## src/rtl/eth10_tx_scheduler.sv

```systemverilog
// Round-robin scheduler for a shared 10BASE-T transmit engine.
// Grants one frame source at a time, strobes the engine, enforces the
// inter-frame gap and emits normal link pulses when the line is idle.
//
// state       | meaning
// ------------+-------------------------------------------------------
// S_IDLE      | line free; link pulse or new grant may start here
// S_NLP       | link pulse being driven for NLP_WIDTH cycles
// S_WAIT_BUSY | tx_start issued, waiting for the engine to raise tx_busy
// S_SEND      | engine transmitting the granted source's frame
// S_GAP       | inter-frame gap after a frame, a link pulse or a failed start
module eth10_tx_scheduler #(
    parameter int N_REQ         = 4,
    parameter int IFG_CYCLES    = 192,
    parameter int NLP_PERIOD    = 327680,
    parameter int NLP_WIDTH     = 2,
    parameter int START_TIMEOUT = 16
) (
    input  logic                       clk,
    input  logic                       rst,
    input  logic [N_REQ-1:0]           req,
    output logic [N_REQ-1:0]           grant,
    output logic [$clog2(N_REQ)-1:0]   sel,
    output logic                       tx_start,
    input  logic                       tx_busy,
    output logic                       nlp,
    output logic                       tx_err
);

    localparam int SEL_W = $clog2(N_REQ);
    localparam int ICW   = $clog2(NLP_PERIOD);
    localparam int TMAX  = (IFG_CYCLES > START_TIMEOUT)
                           ? ((IFG_CYCLES > NLP_WIDTH) ? IFG_CYCLES : NLP_WIDTH)
                           : ((START_TIMEOUT > NLP_WIDTH) ? START_TIMEOUT : NLP_WIDTH);
    localparam int TW    = $clog2(TMAX + 1);

    localparam logic [ICW-1:0] IDLE_MAX = ICW'(NLP_PERIOD - 1);
    localparam logic [TW-1:0]  IFG_LOAD = TW'(IFG_CYCLES - 1);
    localparam logic [TW-1:0]  NLP_LOAD = TW'(NLP_WIDTH - 1);
    localparam logic [TW-1:0]  TO_LOAD  = TW'(START_TIMEOUT - 1);

    typedef enum logic [2:0] {
        S_IDLE,
        S_NLP,
        S_WAIT_BUSY,
        S_SEND,
        S_GAP
    } state_t;

    state_t           state;
    logic [SEL_W-1:0] ptr;
    logic [TW-1:0]    tmr;
    logic [ICW-1:0]   idle_cnt;
    logic             nlp_due;
    logic             rr_found;
    logic [SEL_W-1:0] rr_idx;
    logic [SEL_W-1:0] cand;

    assign nlp_due = (state == S_IDLE) && (idle_cnt == IDLE_MAX);

    // Round-robin pick: first requester after the last winner, cyclically.
    // Scanning from the far end lets the nearest candidate win last.
    always_comb begin
        rr_found = 1'b0;
        rr_idx   = '0;
        cand     = '0;
        for (int i = N_REQ; i >= 1; i--) begin
            cand = SEL_W'((int'(ptr) + i) % N_REQ);
            if (req[cand]) begin
                rr_found = 1'b1;
                rr_idx   = cand;
            end
        end
    end

    // Line-idle counter: any engine activity or a link pulse restarts it.
    always_ff @(posedge clk or posedge rst) begin
        if (rst) begin
            idle_cnt <= '0;
        end else if (tx_busy || nlp_due) begin
            idle_cnt <= '0;
        end else if (idle_cnt != IDLE_MAX) begin
            idle_cnt <= idle_cnt + 1'b1;
        end
    end

    // Scheduler FSM with registered grant, strobe and pulse outputs.
    always_ff @(posedge clk or posedge rst) begin
        if (rst) begin
            state    <= S_IDLE;
            grant    <= '0;
            sel      <= '0;
            tx_start <= 1'b0;
            nlp      <= 1'b0;
            tx_err   <= 1'b0;
            ptr      <= SEL_W'(N_REQ - 1);
            tmr      <= '0;
        end else begin
            tx_start <= 1'b0;
            tx_err   <= 1'b0;
            case (state)
                S_IDLE: begin
                    if (nlp_due) begin
                        nlp   <= 1'b1;
                        tmr   <= NLP_LOAD;
                        state <= S_NLP;
                    end else if (rr_found && !tx_busy) begin
                        grant    <= N_REQ'(1) << rr_idx;
                        sel      <= rr_idx;
                        ptr      <= rr_idx;
                        tx_start <= 1'b1;
                        tmr      <= TO_LOAD;
                        state    <= S_WAIT_BUSY;
                    end
                end
                S_NLP: begin
                    if (tmr == '0) begin
                        nlp   <= 1'b0;
                        tmr   <= IFG_LOAD;
                        state <= S_GAP;
                    end else begin
                        tmr <= tmr - 1'b1;
                    end
                end
                S_WAIT_BUSY: begin
                    if (tx_busy) begin
                        state <= S_SEND;
                    end else if (tmr == '0) begin
                        // Pointer keeps the failed winner so the next source goes next.
                        tx_err <= 1'b1;
                        grant  <= '0;
                        tmr    <= IFG_LOAD;
                        state  <= S_GAP;
                    end else begin
                        tmr <= tmr - 1'b1;
                    end
                end
                S_SEND: begin
                    if (!tx_busy) begin
                        grant <= '0;
                        tmr   <= IFG_LOAD;
                        state <= S_GAP;
                    end
                end
                S_GAP: begin
                    if (tmr == '0) begin
                        state <= S_IDLE;
                    end else begin
                        tmr <= tmr - 1'b1;
                    end
                end
                default: begin
                    state <= S_IDLE;
                end
            endcase
        end
    end

endmodule
```

## config.mk

```make
export PLATFORM = sky130hd
export DESIGN_NAME = eth10_tx_scheduler
export DESIGN_NICKNAME = d
export VERILOG_FILES = /design/src/rtl/eth10_tx_scheduler.sv
export SDC_FILE = /design/constraint.sdc
export NUM_CORES = 1
export LEC_CHECK = 0
export BUFFER_PORTS_ARGS = -buffer_cell sky130_fd_sc_hd__buf_2
export CAP_MARGIN = 20
export CORE_MARGIN = 3
export CORE_UTILIZATION = 65
export CTS_CLUSTER_DIAMETER = 150
export DETAILED_ROUTE_END_ITERATION = 10
export GPL_TIMING_DRIVEN = 0
export PLACE_DENSITY = 0.95
export SKIP_LAST_GASP = 1
export SLEW_MARGIN = 20
export SYNTH_ARGS = -nofsm -noshare
export SYNTH_HDL_FRONTEND = slang
export SYNTH_SLANG_ARGS = --single-unit
```

## constraint.sdc

```tcl
create_clock -name clk -period 4.4 [get_ports clk]
set_input_delay 0.88 -clock clk [delete_from_list [all_inputs] [get_ports clk]]
set_output_delay 0.88 -clock clk [all_outputs]
set_load 0.02 [all_outputs]
```

Word-level counts from Yosys, hierarchy flattened
Cells that the tools add are included.
{"block": "classes", "n_addsub": 6, "n_lt_le_gt_ge": 4, "eq_ne": 16, "shift": 1, "n_mux": 47, "bitwise": 1, "n_reduce_logical": 15}
{"operator": "2-to-1 mux 8 bit", "n": 6}
{"operator": "one-hot mux 8 bit (5 select lines)", "n": 1}
{"operator": "2-to-1 mux 19 bit", "n": 2}
{"operator": "2-to-1 mux 4 bit", "n": 5}
{"operator": "adder 19 x 1 -> 19 bit, second input constant", "n": 1}
{"operator": "equality test 19 bit, second input constant", "n": 1}
{"operator": "!= test 19 bit, second input constant", "n": 1}
{"operator": "2-to-1 mux 3 bit", "n": 6}
{"operator": "2-to-1 mux 1 bit", "n": 16}
{"operator": "!= test 2 bit, second input constant", "n": 8}
{"operator": "one-hot mux 3 bit (5 select lines)", "n": 1}
{"operator": "< comparator 2 x 3 -> 1 bit, second input constant", "n": 4}
{"operator": "one-hot mux 4 bit (3 select lines)", "n": 1}
{"operator": "AND reduction 3 bit", "n": 3}
{"operator": "binary-select mux 1 bit (select 2 bit)", "n": 4}
{"operator": "logical NOT 8 bit", "n": 1}
{"operator": "2-to-1 mux 2 bit", "n": 4}
{"operator": "subtractor 8 x 1 -> 8 bit, second input constant", "n": 1}
{"operator": "equality test 3 x 2 -> 1 bit, second input constant", "n": 2}
{"operator": "AND reduction 6 bit", "n": 1}
{"operator": "AND reduction 5 bit", "n": 1}
{"operator": "nonzero test 5 bit", "n": 1}
{"operator": "adder 2 x 1 -> 2 bit, second input constant", "n": 2}
{"operator": "adder 2 bit, second input constant", "n": 2}
{"operator": "13 further kinds", "n": 15}
{"block": "word_totals", "reg_bits": 41}

Logic depth before layout (Yosys ltp)
Gate-level depths: netlist of run 1.
{"block": "depth", "word_depth": 11, "ltp_mapped": 10, "ltp_nobuf": 7}

Worst setup path after synthesis of run 1
OpenSTA, ideal clock, no wires.
{"block": "synth_timing", "path_type": "register to register", "startpoint": "reg tmr[0]", "endpoint": "reg tmr[1]", "setup_ns": 0.125, "arrival_ns": 2.256, "t_required_ns": 4.275, "path_slack_ns": 2.019, "stages_incl_launch_ff": 11, "cell_sequence": "dfrtp_1 > inv_1 > ha_1 > or3b_1 > buf_2 > or3_1 > buf_2 > a21oi_4 > or2_1 > buf_6 > mux2_4"}
{"block": "synth_between", "elab_chain_len": 4}
{"element": "start: declaration", "line": "52", "text": "logic [TW-1:0] tmr;"}
{"element": "start signal: assignment", "line": "122", "text": "tmr <= tmr - 1'b1;"}
{"element": "start signal: assignment", "line": "135", "text": "tmr <= tmr - 1'b1;"}
{"element": "start signal: assignment", "line": "149", "text": "tmr <= tmr - 1'b1;"}
{"element": "subtractor 8 x 1 -> 8 bit or logical NOT 8 bit (tied branches)"}
{"element": "2-to-1 mux 8 bit", "line": "117, 128"}
{"element": "2-to-1 mux 8 bit", "line": "126", "text": "if (tx_busy) begin"}
{"element": "one-hot mux 8 bit (5 select lines)", "line": "101", "text": "case (state)"}
Several ways; a longest one is shown, not always the timed one. The select of a mux whose other input is x is not followed.
A chain may end at the register's enable or synchronous reset.

Worst setup path in the final report of run 1
Same ends and word-level chain as after synthesis.

==> impl_metrics.xml, run 1 <==
<?xml version="1.0" encoding="UTF-8"?>
<metrics>
  <group name="global_routing">
    <metric name="track_usage" unit="%">26.7</metric>
    <metric name="pin_count_of_the_biggest_net_entering_global_routing" unit="">28</metric>
    <metric name="first_global_vias" unit="">1952</metric>
    <metric name="antenna_violations_before_repair" unit="">0</metric>
    <metric name="grt_pass1_wl" unit="um">8960</metric>
    <metric name="grt_remaining_overflow" unit="">0</metric>
  </group>
  <group name="hold_path">
    <metric name="whs_endpoint" unit="">grant[3]</metric>
    <metric name="hold_path.class" unit="">reg2reg</metric>
    <metric name="whs_path_depth" unit="">2</metric>
    <metric name="timing.hold.worst.start" unit="">grant[3]</metric>
  </group>
  <group name="floorplanning">
    <metric name="top_level_ports" unit="">16</metric>
    <metric name="die_h" unit="um">67.1</metric>
    <metric name="die-width" unit="um">67.1</metric>
    <metric name="floorplan.initialDensity" unit="%">70.0</metric>
    <metric name="std_cell_rows" unit="">21</metric>
    <metric name="area_of_the_core" unit="sq um">3470</metric>
    <metric name="die_area" unit="sq um">4510</metric>
  </group>
  <group name="finish">
    <metric name="drive_gt1_share" unit="%">16.7</metric>
    <metric name="postLayoutCoreUtil" unit="%">77.9</metric>
    <metric name="layout-area-overhead-vs-synth" unit="%">11.2</metric>
    <metric name="final_cells" unit="">333</metric>
    <metric name="nets" unit="">295</metric>
    <metric name="antenna-diode-count" unit="">0</metric>
    <metric name="fill_cells" unit="">220</metric>
  </group>
  <group name="clocking">
    <metric name="cts.clk_slew.worst_paths" unit="ns">0.09</metric>
    <metric name="cts_tree" unit="">done</metric>
    <metric name="cts_setup_buffers" unit="">0</metric>
    <metric name="post_cts.resized_instances" unit="">0</metric>
    <metric name="clockRootBuffer" unit="">sky130_fd_sc_hd__clkbuf_8</metric>
    <metric name="htreeDepth" unit="">2</metric>
    <metric name="cts-hold-fix-buffers" unit="">0</metric>
    <metric name="cts_max_path_buffers" unit="">2</metric>
    <metric name="cts.sink_count" unit="">41</metric>
    <metric name="tritoncts.num_buffers" unit="">5</metric>
    <metric name="clock_insertion_delay_worst_skew" unit="ns">0.31</metric>
  </group>
  <group name="sta">
    <metric name="worst-slew-pin-transition" unit="ns">0.960</metric>
    <metric name="period_share" unit="%">60.0</metric>
    <metric name="slew_viol_final" unit="">0</metric>
    <metric name="maxClockFrequency" unit="MHz">379</metric>
    <metric name="final-hold-violation-count" unit="">0</metric>
    <metric name="tns" unit="ns">0</metric>
    <metric name="finalClockSkew" unit="ns">0.0203</metric>
    <metric name="max_slew_margin" unit="%">35.5</metric>
    <metric name="finalWorstPathRequiredPeriod" unit="ns">2.64</metric>
    <metric name="grt_setup_unrepaired" unit="">no</metric>
    <metric name="final-setup-viol-count" unit="">0</metric>
  </group>
  <group name="drt">
    <metric name="vias_per_cell" unit="">6.54</metric>
    <metric name="wirelength_met1" unit="um">2260</metric>
    <metric name="wl_per_cell" unit="um">16.3</metric>
    <metric name="wl_met2" unit="um">2620</metric>
    <metric name="drt_first_pass_iters" unit="">4</metric>
    <metric name="met3RoutedLength" unit="um">406</metric>
    <metric name="routed-via-count" unit="">2179</metric>
    <metric name="initialDrtViolationCount" unit="">300</metric>
    <metric name="routed.top_layer" unit="">met4</metric>
    <metric name="detail_route.drc_violations" unit="">0</metric>
    <metric name="antenna_left" unit="">0</metric>
    <metric name="detail_route.wirelength" unit="um">5440</metric>
  </group>
  <group name="synthesis">
    <metric name="post_synthesis_average_cell_area" unit="sq um">9.23</metric>
    <metric name="synthDominantCellAreaShare" unit="%">40.2</metric>
    <metric name="synth_top_cells_by_count" unit="">sky130_fd_sc_hd__dfrtp_1, sky130_fd_sc_hd__nor2_1, sky130_fd_sc_hd__nand2_1</metric>
    <metric name="netlist_area" unit="sq um">2430</metric>
    <metric name="ys_seq_elements" unit="">41</metric>
    <metric name="ys_seq_area_share" unit="%">42.3</metric>
    <metric name="synth_nets" unit="">272</metric>
    <metric name="ys_dominant_reg_cell" unit="">sky130_fd_sc_hd__dfrtp_1</metric>
    <metric name="yosysMostFrequentCell" unit="">sky130_fd_sc_hd__dfrtp_1</metric>
    <metric name="synth_enable_flop_cells" unit="">0</metric>
    <metric name="synthDominantAreaCellType" unit="">sky130_fd_sc_hd__dfrtp_1</metric>
    <metric name="ys_warn_count" unit="">0</metric>
    <metric name="netlist_top_cells_area" unit="">sky130_fd_sc_hd__dfrtp_1, sky130_fd_sc_hd__nor2_1, sky130_fd_sc_hd__nand2_1</metric>
    <metric name="postSynthCellCount" unit="">263</metric>
    <metric name="postSynth.asyncResetShare" unit="%">100</metric>
    <metric name="unique_cell_type_count_in_the_yosys_netlist" unit="">59</metric>
  </group>
  <group name="power_and_ir_drop">
    <metric name="peakVddDrop" unit="V">0.000248</metric>
    <metric name="static-leakage-power" unit="uW">0.00118</metric>
    <metric name="power.density" unit="nW/um^2">558</metric>
  </group>
  <group name="critical_path">
    <metric name="endpoint_kind" unit="">flop</metric>
    <metric name="critical_path.slowest_cell" unit="">sky130_fd_sc_hd__dfrtp_1</metric>
    <metric name="timing.critical_path.required" unit="ns">4.58</metric>
    <metric name="r2r_end" unit="">tmr[1]</metric>
    <metric name="crit_fanout" unit="">8</metric>
    <metric name="worst_ep_arrival_time" unit="ns">2.82</metric>
    <metric name="cp_cell_sequence" unit="">inv_1, ha_1, or3b_1, buf_2, or3_1, buf_2, a21oi_4, or2_1, buf_6, mux2_4</metric>
    <metric name="worst-setup-path-type" unit="">reg2reg</metric>
    <metric name="critical_path.max_stage_delay" unit="ns">0.40</metric>
    <metric name="worstSetupStartpointType" unit="">flop</metric>
    <metric name="cp_common_cell" unit="">sky130_fd_sc_hd__buf_2</metric>
    <metric name="ff2ff_setup_slack" unit="ns">1.76</metric>
    <metric name="r2r.worst_path.cells" unit="">10</metric>
    <metric name="r2r-start" unit="">tmr[0]</metric>
  </group>
  <group name="placed_design">
    <metric name="finalWeightedCongestion" unit="">0.909</metric>
    <metric name="place_hpwl" unit="um">3710</metric>
    <metric name="numPlacedInstances" unit="">325</metric>
    <metric name="place.port_buffers" unit="">15</metric>
  </group>
  <group name="run">
    <metric name="maxCapViolCount" unit="">0</metric>
  </group>
  <group name="outcome">
    <metric name="status" unit="">finished clean</metric>
  </group>
</metrics>
## where the power goes
group	internal (uW)	switching, uW	total (uW)
registers	463	69.0	532
clock network	184	138	323
logic	255	397	652
total	902	604	1510
## sequential cells by signal, indices dropped and copies added, names as in the netlist
| signal | flops |
|---|---|
| ptr | 2 |
| tx_err | 1 |
| tx_start | 1 |
| sel | 2 |
| grant | 4 |
| nlp | 1 |
| state | 3 |
| tmr | 8 |
| idle_cnt | 19 |
## per-layer routing
metal | track usage, % | up-vias
met5 | 0 | -
met4 | 12.9 | 0
met3 | 6.24 | 17
met2 | 42.9 | 115
met1 | 33.6 | 1042
li1 | - | 1005
## worst max-delay path: cells and delay by family (launching register included)
family / cells / cell delay, ns
and+or+nand+nor: 3 / 0.79
buffers and inverters: 4 / 0.58
DFF: 1 / 0.40
muxes: 1 / 0.30
AOI/OAI and AO/OA: 1 / 0.24
adders and majority gates: 1 / 0.19
## layout make-up
cell class,count,area [sq um],share of cell area (%)
Multi-Input combinational cell,198,1290,47.7
Buffer,12,67.6,2.50
Timing Repair Buffer,16,95.1,3.52
Tap cell,46,57.6,2.13
Inverter,12,45.0,1.67
Clock buffer,6,82.6,3.06
Clock inverter,2,37.5,1.39
Sequential cell,41,1030,38.1
## stage by stage
step	setup slack (ns)	area (sq um)	hold slack [ns]	power, uW
2_1_floorplan	2.02	2430	0.444	1020
3_3_place_gp	1.77	2560	0.455	1150
3_5_place_dp	1.80	2580	0.463	1170
4_1_cts	1.81	2700	0.488	1500
5_1_grt	1.65	2700	0.524	1600
6_report	1.76	2700	0.484	1510
## cells by family after synthesis
group | count (synthesis) | synth area share [%]
simple gates | 110 | 24.1
compound gates | 67 | 20.6
flops | 41 | 42.3
buf+inv | 24 | 4.64
xor+xnor | 14 | 5.05
mux | 4 | 1.85
fa+ha+maj | 3 | 1.44
## layout by cell type, fill, tap and decap left out, drive strengths merged, types with 2 or more instances in the layout
cell type  instances
nor2b              4
dfrtp             39
a211o              2
a2111oi            3
nand2             21
mux2i              3
o31ai              5
nand2b             5
nor4               7
o211ai             3
a21o               5
a22o               3
a21oi             16
inv               12
or3                7
nor3              14
nand4              4
dfstp              2
or4                2
o22a               3
nor2              33
buf               25
o22ai              4
o32ai              2
o21ai              9
ha                 2
clkbuf             9
nand3              8
xor2               6
o311ai             3
a211oi             3
xnor2              8
## worst max-delay path by stage
stage,startpoint,endpoint,cells past startpoint
after floorplan,tmr[0],tmr[1],10
after global placement,req[0],tmr[1],7
after detailed placement,req[0],tmr[1],7
after CTS,tmr[0],tmr[1],10
after global routing,tmr[0],tmr[1],10
final,tmr[0],tmr[1],10
Power figures use the tool's default switching activity.
==> run 2, diff against run 1 <==
--- a/config.mk
+++ b/config.mk
@@ -8,11 +8,11 @@
 export BUFFER_PORTS_ARGS = -buffer_cell sky130_fd_sc_hd__buf_2
 export CAP_MARGIN = 20
 export CORE_MARGIN = 3
-export CORE_UTILIZATION = 65
+export CORE_UTILIZATION = 60
 export CTS_CLUSTER_DIAMETER = 150
 export DETAILED_ROUTE_END_ITERATION = 10
 export GPL_TIMING_DRIVEN = 0
-export PLACE_DENSITY = 0.95
+export PLACE_DENSITY = 0.91
 export SKIP_LAST_GASP = 1
 export SLEW_MARGIN = 20
 export SYNTH_ARGS = -nofsm -noshare
==> constraint.sdc (replaced) <==
create_clock -name clk -period 2.5 [get_ports clk]
set_input_delay 0.5 -clock clk [delete_from_list [all_inputs] [get_ports clk]]
set_output_delay 0.5 -clock clk [all_outputs]
set_load 0.02 [all_outputs]
==> impl_metrics.xml, run 2 (same netlist as run 1, synthesis figures left out) <==
<?xml version="1.0" encoding="UTF-8"?>
<metrics>
  <group name="critical_path">
    <metric name="endpoint_kind" unit="">flop</metric>
    <metric name="critical_path.max_stage_delay" unit="ns">0.41</metric>
    <metric name="cp_cell_sequence" unit="">inv_2, ha_4, or3b_4, buf_6, or3_4, buf_6, a21oi_4, or2_1, buf_6, mux2_4</metric>
    <metric name="cp_common_cell" unit="">sky130_fd_sc_hd__buf_6</metric>
    <metric name="worst-setup-path-type" unit="">reg2reg</metric>
    <metric name="crit_buf_inv" unit="">4</metric>
    <metric name="critical_path.slowest_cell" unit="">sky130_fd_sc_hd__dfrtp_1</metric>
    <metric name="worst_ep_arrival_time" unit="ns">2.62</metric>
    <metric name="worstSetupStartpointType" unit="">flop</metric>
    <metric name="crit_fanout" unit="">8</metric>
    <metric name="timing.critical_path.required" unit="ns">2.68</metric>
    <metric name="crit_family" unit="">simple AND/OR/NAND/NOR gates</metric>
  </group>
  <group name="drt">
    <metric name="routed-via-count" unit="">2110</metric>
    <metric name="detail_route.wirelength" unit="um">5460</metric>
    <metric name="vias_per_cell" unit="">6.22</metric>
    <metric name="initialDrtViolationCount" unit="">264</metric>
    <metric name="wl_per_cell" unit="um">16.1</metric>
    <metric name="detail_route.drc_violations" unit="">0</metric>
    <metric name="drt_first_pass_iters" unit="">4</metric>
    <metric name="antenna_left" unit="">0</metric>
  </group>
  <group name="finish">
    <metric name="nets" unit="">299</metric>
    <metric name="drive_gt1_share" unit="%">19.9</metric>
    <metric name="antenna-diode-count" unit="">0</metric>
    <metric name="top_register" unit="">idle_cnt</metric>
    <metric name="final_cells" unit="">339</metric>
    <metric name="layout_common_cells" unit="">sky130_fd_sc_hd__dfrtp_1, sky130_fd_sc_hd__nor2_1, sky130_fd_sc_hd__nand2_1, sky130_fd_sc_hd__buf_2, sky130_fd_sc_hd__a21oi_1</metric>
    <metric name="layout-area-overhead-vs-synth" unit="%">13.2</metric>
    <metric name="layout_commonest_cell" unit="">sky130_fd_sc_hd__dfrtp_1</metric>
    <metric name="top_regs" unit="">idle_cnt x19, tmr x8, grant x4</metric>
    <metric name="largest_register_ff_count" unit="">19</metric>
  </group>
  <group name="clocking">
    <metric name="htreeDepth" unit="">2</metric>
    <metric name="clockRootBuffer" unit="">sky130_fd_sc_hd__clkbuf_8</metric>
    <metric name="cts.sink_count" unit="">41</metric>
    <metric name="cts_max_path_buffers" unit="">2</metric>
    <metric name="tritoncts.num_buffers" unit="">5</metric>
    <metric name="cts.clk_slew.worst_paths" unit="ns">0.08</metric>
    <metric name="cts_tree" unit="">done</metric>
    <metric name="clock_insertion_delay_worst_skew" unit="ns">0.30</metric>
  </group>
  <group name="placed_design">
    <metric name="place_hpwl" unit="um">3700</metric>
    <metric name="pre_cts_setup_slack" unit="ns">-0.0658</metric>
    <metric name="place.port_buffers" unit="">15</metric>
    <metric name="finalWeightedCongestion" unit="">0.907</metric>
    <metric name="numPlacedInstances" unit="">327</metric>
  </group>
  <group name="floorplanning">
    <metric name="die-width" unit="um">69.6</metric>
    <metric name="area_of_the_core" unit="sq um">3770</metric>
    <metric name="floorplan.initialDensity" unit="%">64.4</metric>
    <metric name="top_level_ports" unit="">16</metric>
    <metric name="std_cell_rows" unit="">22</metric>
    <metric name="die_h" unit="um">69.6</metric>
    <metric name="die_area" unit="sq um">4850</metric>
  </group>
  <group name="sta">
    <metric name="max_slew_margin" unit="%">58.5</metric>
    <metric name="worst-slew-pin-transition" unit="ns">0.616</metric>
    <metric name="grt_setup_unrepaired" unit="">yes</metric>
    <metric name="finalClockSkew" unit="ns">0.00936</metric>
    <metric name="final-setup-viol-count" unit="">0</metric>
    <metric name="finalWorstPathRequiredPeriod" unit="ns">2.44</metric>
    <metric name="final-hold-violation-count" unit="">0</metric>
    <metric name="slew_viol_final" unit="">0</metric>
    <metric name="maxClockFrequency" unit="MHz">410</metric>
    <metric name="post-route-worst-setup-slack" unit="ns">0.0626</metric>
    <metric name="period_share" unit="%">97.5</metric>
  </group>
  <group name="global_routing">
    <metric name="grt_remaining_overflow" unit="">0</metric>
    <metric name="antenna_violations_before_repair" unit="">0</metric>
    <metric name="grt_pass1_wl" unit="um">9090</metric>
    <metric name="first_global_vias" unit="">2023</metric>
    <metric name="pin_count_of_the_biggest_net_entering_global_routing" unit="">22</metric>
    <metric name="track_usage" unit="%">22.9</metric>
  </group>
  <group name="run">
    <metric name="maxCapViolCount" unit="">0</metric>
  </group>
  <group name="outcome">
    <metric name="status" unit="">finished clean</metric>
  </group>
  <group name="power_and_ir_drop">
    <metric name="static-leakage-power" unit="uW">0.00120</metric>
    <metric name="peakVddDrop" unit="V">0.000432</metric>
    <metric name="power.density" unit="nW/um^2">937</metric>
  </group>
  <group name="hold_path">
    <metric name="hold_path.class" unit="">in2async</metric>
  </group>
</metrics>
## run 2: cell type report
| type | count | area [sq um] |
|---|---|---|
| plain buffers | 12 | 80.1 |
| clock buffers | 5 | 68.8 |
| repair buffers | 20 | 133 |
| fillers | 278 | 1020 |
| flip-flops and latches | 41 | 1030 |
| clock inverters | 3 | 17.5 |
| well taps | 48 | 60.1 |
| inverters | 12 | 45.0 |
| multi-input cells | 198 | 1320 |
## run 2: path summary, 6_finish.rpt
kind	from	end	slack, ns	cells past startpoint
setup / recovery	tmr[0]	tmr[1]	0.06	10
hold / removal	rst	state[0]	0.20	2
setup reg to reg	tmr[0]	tmr[1]	0.06	10
hold reg to reg	ptr[0]	ptr[0]	0.47	2
max in group asynchronous	rst	idle_cnt[6]	1.83	3
min in group clk	ptr[0]	ptr[0]	0.47	2
## run 2: power breakdown
group          internal (uW)  total, uW  switching (uW)
combinational            483       1200             720
sequential               815        941             127
clock                    193        433             240
## run 2: routing by layer
layer | up-vias | GRT usage (%) | wire length (um)
met1 | 1022 | 28.1 | 2350
met2 | 60 | 39.5 | 2770
li1 | 1015 | - | -
met4 | 0 | 8.94 | 106
met3 | 13 | 4.49 | 232
met5 | - | 0 | 0
## run 2: worst reg2reg max path, delay by kind of cell, from the launching register on
| kind | cells | cell delay (ns) |
|---|---|---|
| adder cells (fa/ha/maj) | 1 | 0.14 |
| AND/OR/NAND/NOR | 3 | 0.83 |
| AO/OA/AOI/OAI | 1 | 0.12 |
| buffers and inverters | 4 | 0.51 |
| multiplexers | 1 | 0.30 |
| flip-flops | 1 | 0.41 |
## run 2: metrics by stage
stage | utilization, % | cell area (sq um) | power (uW) | setup TNS, ns | hold WS, ns
floorplan | - | 2430 | 1800 | 0 | 0.444
global route | 72.9 | 2750 | 2750 | -0.0463 | 0.243
global placement | 68.0 | 2560 | 2030 | -0.0578 | 0.456
CTS | 71.5 | 2700 | 2520 | 0 | 0.210
finish | 72.9 | 2750 | 2580 | 0 | 0.202
detailed placement | 68.7 | 2590 | 2070 | -0.0658 | 0.461
## run 2: what timing repair did
item	CTS	global route
buffers inserted	1	3
pin swaps	1	1
hold buffers	0	0
endpoints found under the setup margin	1	3
gates resized for setup	3	8
==> run 3, diff against run 2 <==
--- a/config.mk
+++ b/config.mk
@@ -5,12 +5,12 @@
 export SDC_FILE = /design/constraint.sdc
 export NUM_CORES = 1
 export LEC_CHECK = 0
-export BUFFER_PORTS_ARGS = -buffer_cell sky130_fd_sc_hd__buf_2
 export CAP_MARGIN = 20
 export CORE_MARGIN = 3
-export CORE_UTILIZATION = 60
+export CORE_UTILIZATION = 63
 export CTS_CLUSTER_DIAMETER = 150
 export DETAILED_ROUTE_END_ITERATION = 10
+export DONT_BUFFER_PORTS = 1
 export GPL_TIMING_DRIVEN = 0
 export PLACE_DENSITY = 0.91
 export SKIP_LAST_GASP = 1
==> impl_metrics.xml, run 3 (same netlist as run 1, synthesis figures left out) <==
<?xml version="1.0" encoding="UTF-8"?>
<metrics>
  <group name="clocking">
    <metric name="clockRootBuffer" unit="">sky130_fd_sc_hd__clkbuf_8</metric>
    <metric name="htreeDepth" unit="">2</metric>
    <metric name="cts.clk_slew.worst_paths" unit="ns">0.08</metric>
    <metric name="cts-hold-fix-buffers" unit="">0</metric>
    <metric name="cts_tree" unit="">done</metric>
    <metric name="cts.sink_count" unit="">41</metric>
    <metric name="cts_max_path_buffers" unit="">2</metric>
    <metric name="clock_insertion_delay_worst_skew" unit="ns">0.30</metric>
    <metric name="tritoncts.num_buffers" unit="">5</metric>
  </group>
  <group name="finish">
    <metric name="nets" unit="">285</metric>
    <metric name="layout-area-overhead-vs-synth" unit="%">11.6</metric>
    <metric name="layout_commonest_cell" unit="">sky130_fd_sc_hd__dfrtp_1</metric>
    <metric name="antenna-diode-count" unit="">0</metric>
    <metric name="largest_register_ff_count" unit="">19</metric>
    <metric name="top_regs" unit="">idle_cnt x19, tmr x8, grant x4</metric>
    <metric name="drive_gt1_share" unit="%">15.2</metric>
    <metric name="top_register" unit="">idle_cnt</metric>
    <metric name="layout_common_cells" unit="">sky130_fd_sc_hd__dfrtp_1, sky130_fd_sc_hd__nor2_1, sky130_fd_sc_hd__nand2_1, sky130_fd_sc_hd__a21oi_1, sky130_fd_sc_hd__nor3_1</metric>
  </group>
  <group name="drt">
    <metric name="met3RoutedLength" unit="um">434</metric>
    <metric name="antenna_left" unit="">0</metric>
    <metric name="detail_route.drc_violations" unit="">0</metric>
    <metric name="wl_met2" unit="um">2890</metric>
    <metric name="routed.top_layer" unit="">met4</metric>
    <metric name="wl_per_cell" unit="um">18.4</metric>
    <metric name="drt_first_pass_iters" unit="">5</metric>
    <metric name="routed-via-count" unit="">2153</metric>
    <metric name="initialDrtViolationCount" unit="">314</metric>
    <metric name="wirelength_met1" unit="um">2320</metric>
    <metric name="vias_per_cell" unit="">6.67</metric>
    <metric name="detail_route.wirelength" unit="um">5940</metric>
  </group>
  <group name="global_routing">
    <metric name="first_global_vias" unit="">2026</metric>
    <metric name="grt_pass1_wl" unit="um">9250</metric>
    <metric name="grt_remaining_overflow" unit="">0</metric>
    <metric name="pin_count_of_the_biggest_net_entering_global_routing" unit="">24</metric>
    <metric name="antenna_violations_before_repair" unit="">0</metric>
    <metric name="track_usage" unit="%">27.0</metric>
  </group>
  <group name="power_and_ir_drop">
    <metric name="netSwitchingFraction" unit="%">40.4</metric>
    <metric name="power.switching" unit="uW">1130</metric>
    <metric name="p_seq_share" unit="%">36.4</metric>
    <metric name="peakVddDrop" unit="V">0.000448</metric>
    <metric name="clock_power_share" unit="%">22.6</metric>
    <metric name="static-leakage-power" unit="uW">0.00115</metric>
    <metric name="power.density" unit="nW/um^2">1030</metric>
    <metric name="internal-power" unit="uW">1670</metric>
    <metric name="p_comb_share" unit="%">41.0</metric>
  </group>
  <group name="sta">
    <metric name="post-route-worst-setup-slack" unit="ns">0.0371</metric>
    <metric name="min_hold_slack" unit="ns">0.0744</metric>
    <metric name="grt_setup_unrepaired" unit="">yes</metric>
    <metric name="worst-slew-pin-transition" unit="ns">0.657</metric>
    <metric name="max_slew_margin" unit="%">55.6</metric>
    <metric name="final-setup-viol-count" unit="">0</metric>
    <metric name="period_share" unit="%">98.5</metric>
    <metric name="slew_viol_final" unit="">0</metric>
    <metric name="maxClockFrequency" unit="MHz">406</metric>
    <metric name="finalWorstPathRequiredPeriod" unit="ns">2.46</metric>
    <metric name="finalClockSkew" unit="ns">0.00638</metric>
    <metric name="final-hold-violation-count" unit="">0</metric>
  </group>
  <group name="hold_path">
    <metric name="hold_path.class" unit="">in2async</metric>
  </group>
  <group name="placed_design">
    <metric name="place.port_buffers" unit="">0</metric>
    <metric name="place_hpwl" unit="um">3810</metric>
    <metric name="pre_cts_setup_slack" unit="ns">-0.0679</metric>
    <metric name="finalWeightedCongestion" unit="">0.907</metric>
  </group>
  <group name="floorplanning">
    <metric name="top_level_ports" unit="">16</metric>
    <metric name="die-width" unit="um">68.1</metric>
    <metric name="die_area" unit="sq um">4640</metric>
    <metric name="area_of_the_core" unit="sq um">3520</metric>
    <metric name="std_cell_rows" unit="">21</metric>
    <metric name="die_h" unit="um">68.1</metric>
    <metric name="floorplan.initialDensity" unit="%">69.0</metric>
  </group>
  <group name="outcome">
    <metric name="status" unit="">finished clean</metric>
  </group>
  <group name="critical_path">
    <metric name="r2r.worst_path.cells" unit="">8</metric>
    <metric name="crit_start" unit="">tmr[0]</metric>
    <metric name="r2r-start" unit="">tmr[0]</metric>
    <metric name="worst_ep_arrival_time" unit="ns">2.67</metric>
    <metric name="worst-setup-path-type" unit="">reg2reg</metric>
    <metric name="worstSetupStartpointType" unit="">flop</metric>
    <metric name="timing.critical_path.required" unit="ns">2.71</metric>
    <metric name="r2r_end" unit="">grant[1]</metric>
    <metric name="ff2ff_setup_slack" unit="ns">0.04</metric>
    <metric name="critPathCapture" unit="">grant[1]</metric>
    <metric name="endpoint_kind" unit="">flop</metric>
    <metric name="crit_fanout" unit="">7</metric>
  </group>
  <group name="run">
    <metric name="maxCapViolCount" unit="">0</metric>
  </group>
</metrics>
[run 3: changes by cell type in the layout (fill, tap and decap cells not counted), sizes merged]
cell and change:
buf -14, clkinv -1, clkinvlp -1, bufinv +2
[run 3: worst min-delay path by stage]
stage           start           end  slack [ns]  depth (start not counted)
4_1_cts           rst  idle_cnt[16]        0.08                          1
2_1_floorplan  ptr[0]        ptr[0]        0.44                          2
3_5_place_dp      rst        sel[0]        0.40                          1
6_report          rst  idle_cnt[16]        0.07                          1
3_3_place_gp   ptr[0]        ptr[0]        0.45                          2
5_1_grt           rst  idle_cnt[16]         0.1                          1
[run 3: power groups by stage]
stage / combinational (uW) / clock, uW / sequential, uW
global placement: 969 / 0 / 1010
CTS: 1060 / 633 / 1010
finish: 1150 / 632 / 1020
global route: 1230 / 670 / 1040
detailed placement: 1020 / 0 / 1020
floorplan: 815 / 0 / 983
[run 3: repair_timing]
action / 4_1_cts / 5_1_grt
resized for setup: 3 / 7
pin swaps: 1 / 1
setup endpoints to repair: 2 / 4
endpoints found under the hold margin: 0 / 0
setup buffers: 1 / 4
[run 3: final cells by class]
type | instances | area, sq um
plain buffers | 12 | 80.1
clock buffers | 5 | 68.8
clock inverters | 3 | 65.1
fillers | 206 | 811
inverters | 12 | 45.0
multi-input cells | 198 | 1300
flip-flops and latches | 41 | 1030
well taps | 46 | 57.6
repair buffers | 6 | 65.1
[run 3: through the flow]
| stage | instances | setup TNS [ns] | cell area, sq um | util (%) | power (uW) |
|---|---|---|---|---|---|
| after floorplan | 263 | 0 | 2430 | - | 1800 |
| after global placement | 309 | -0.0230 | 2490 | 70.6 | 1980 |
| after detailed placement | 310 | -0.0679 | 2510 | 71.4 | 2040 |
| after CTS | 319 | 0 | 2660 | 75.6 | 2710 |
| after global routing | 323 | -0.0555 | 2710 | 77.0 | 2940 |
| final | 323 | 0 | 2710 | 77.0 | 2800 |
[run 3: worst max-delay path, stage by stage (launching register included)]
cell,delay (ns)
sky130_fd_sc_hd__dfrtp_1,0.42
sky130_fd_sc_hd__inv_2,0.08
sky130_fd_sc_hd__ha_2,0.19
sky130_fd_sc_hd__or3b_1,0.36
sky130_fd_sc_hd__buf_6,0.14
sky130_fd_sc_hd__o311ai_1,0.41
sky130_fd_sc_hd__o311ai_4,0.22
sky130_fd_sc_hd__nand3b_1,0.29
sky130_fd_sc_hd__o21ai_1,0.26
[run 3: metal layers]
metal	GRT usage, %	vias up
met3	6.57	39
met5	0	-
li1	-	982
met4	14.1	0
met1	32.1	1013
met2	45.0	119
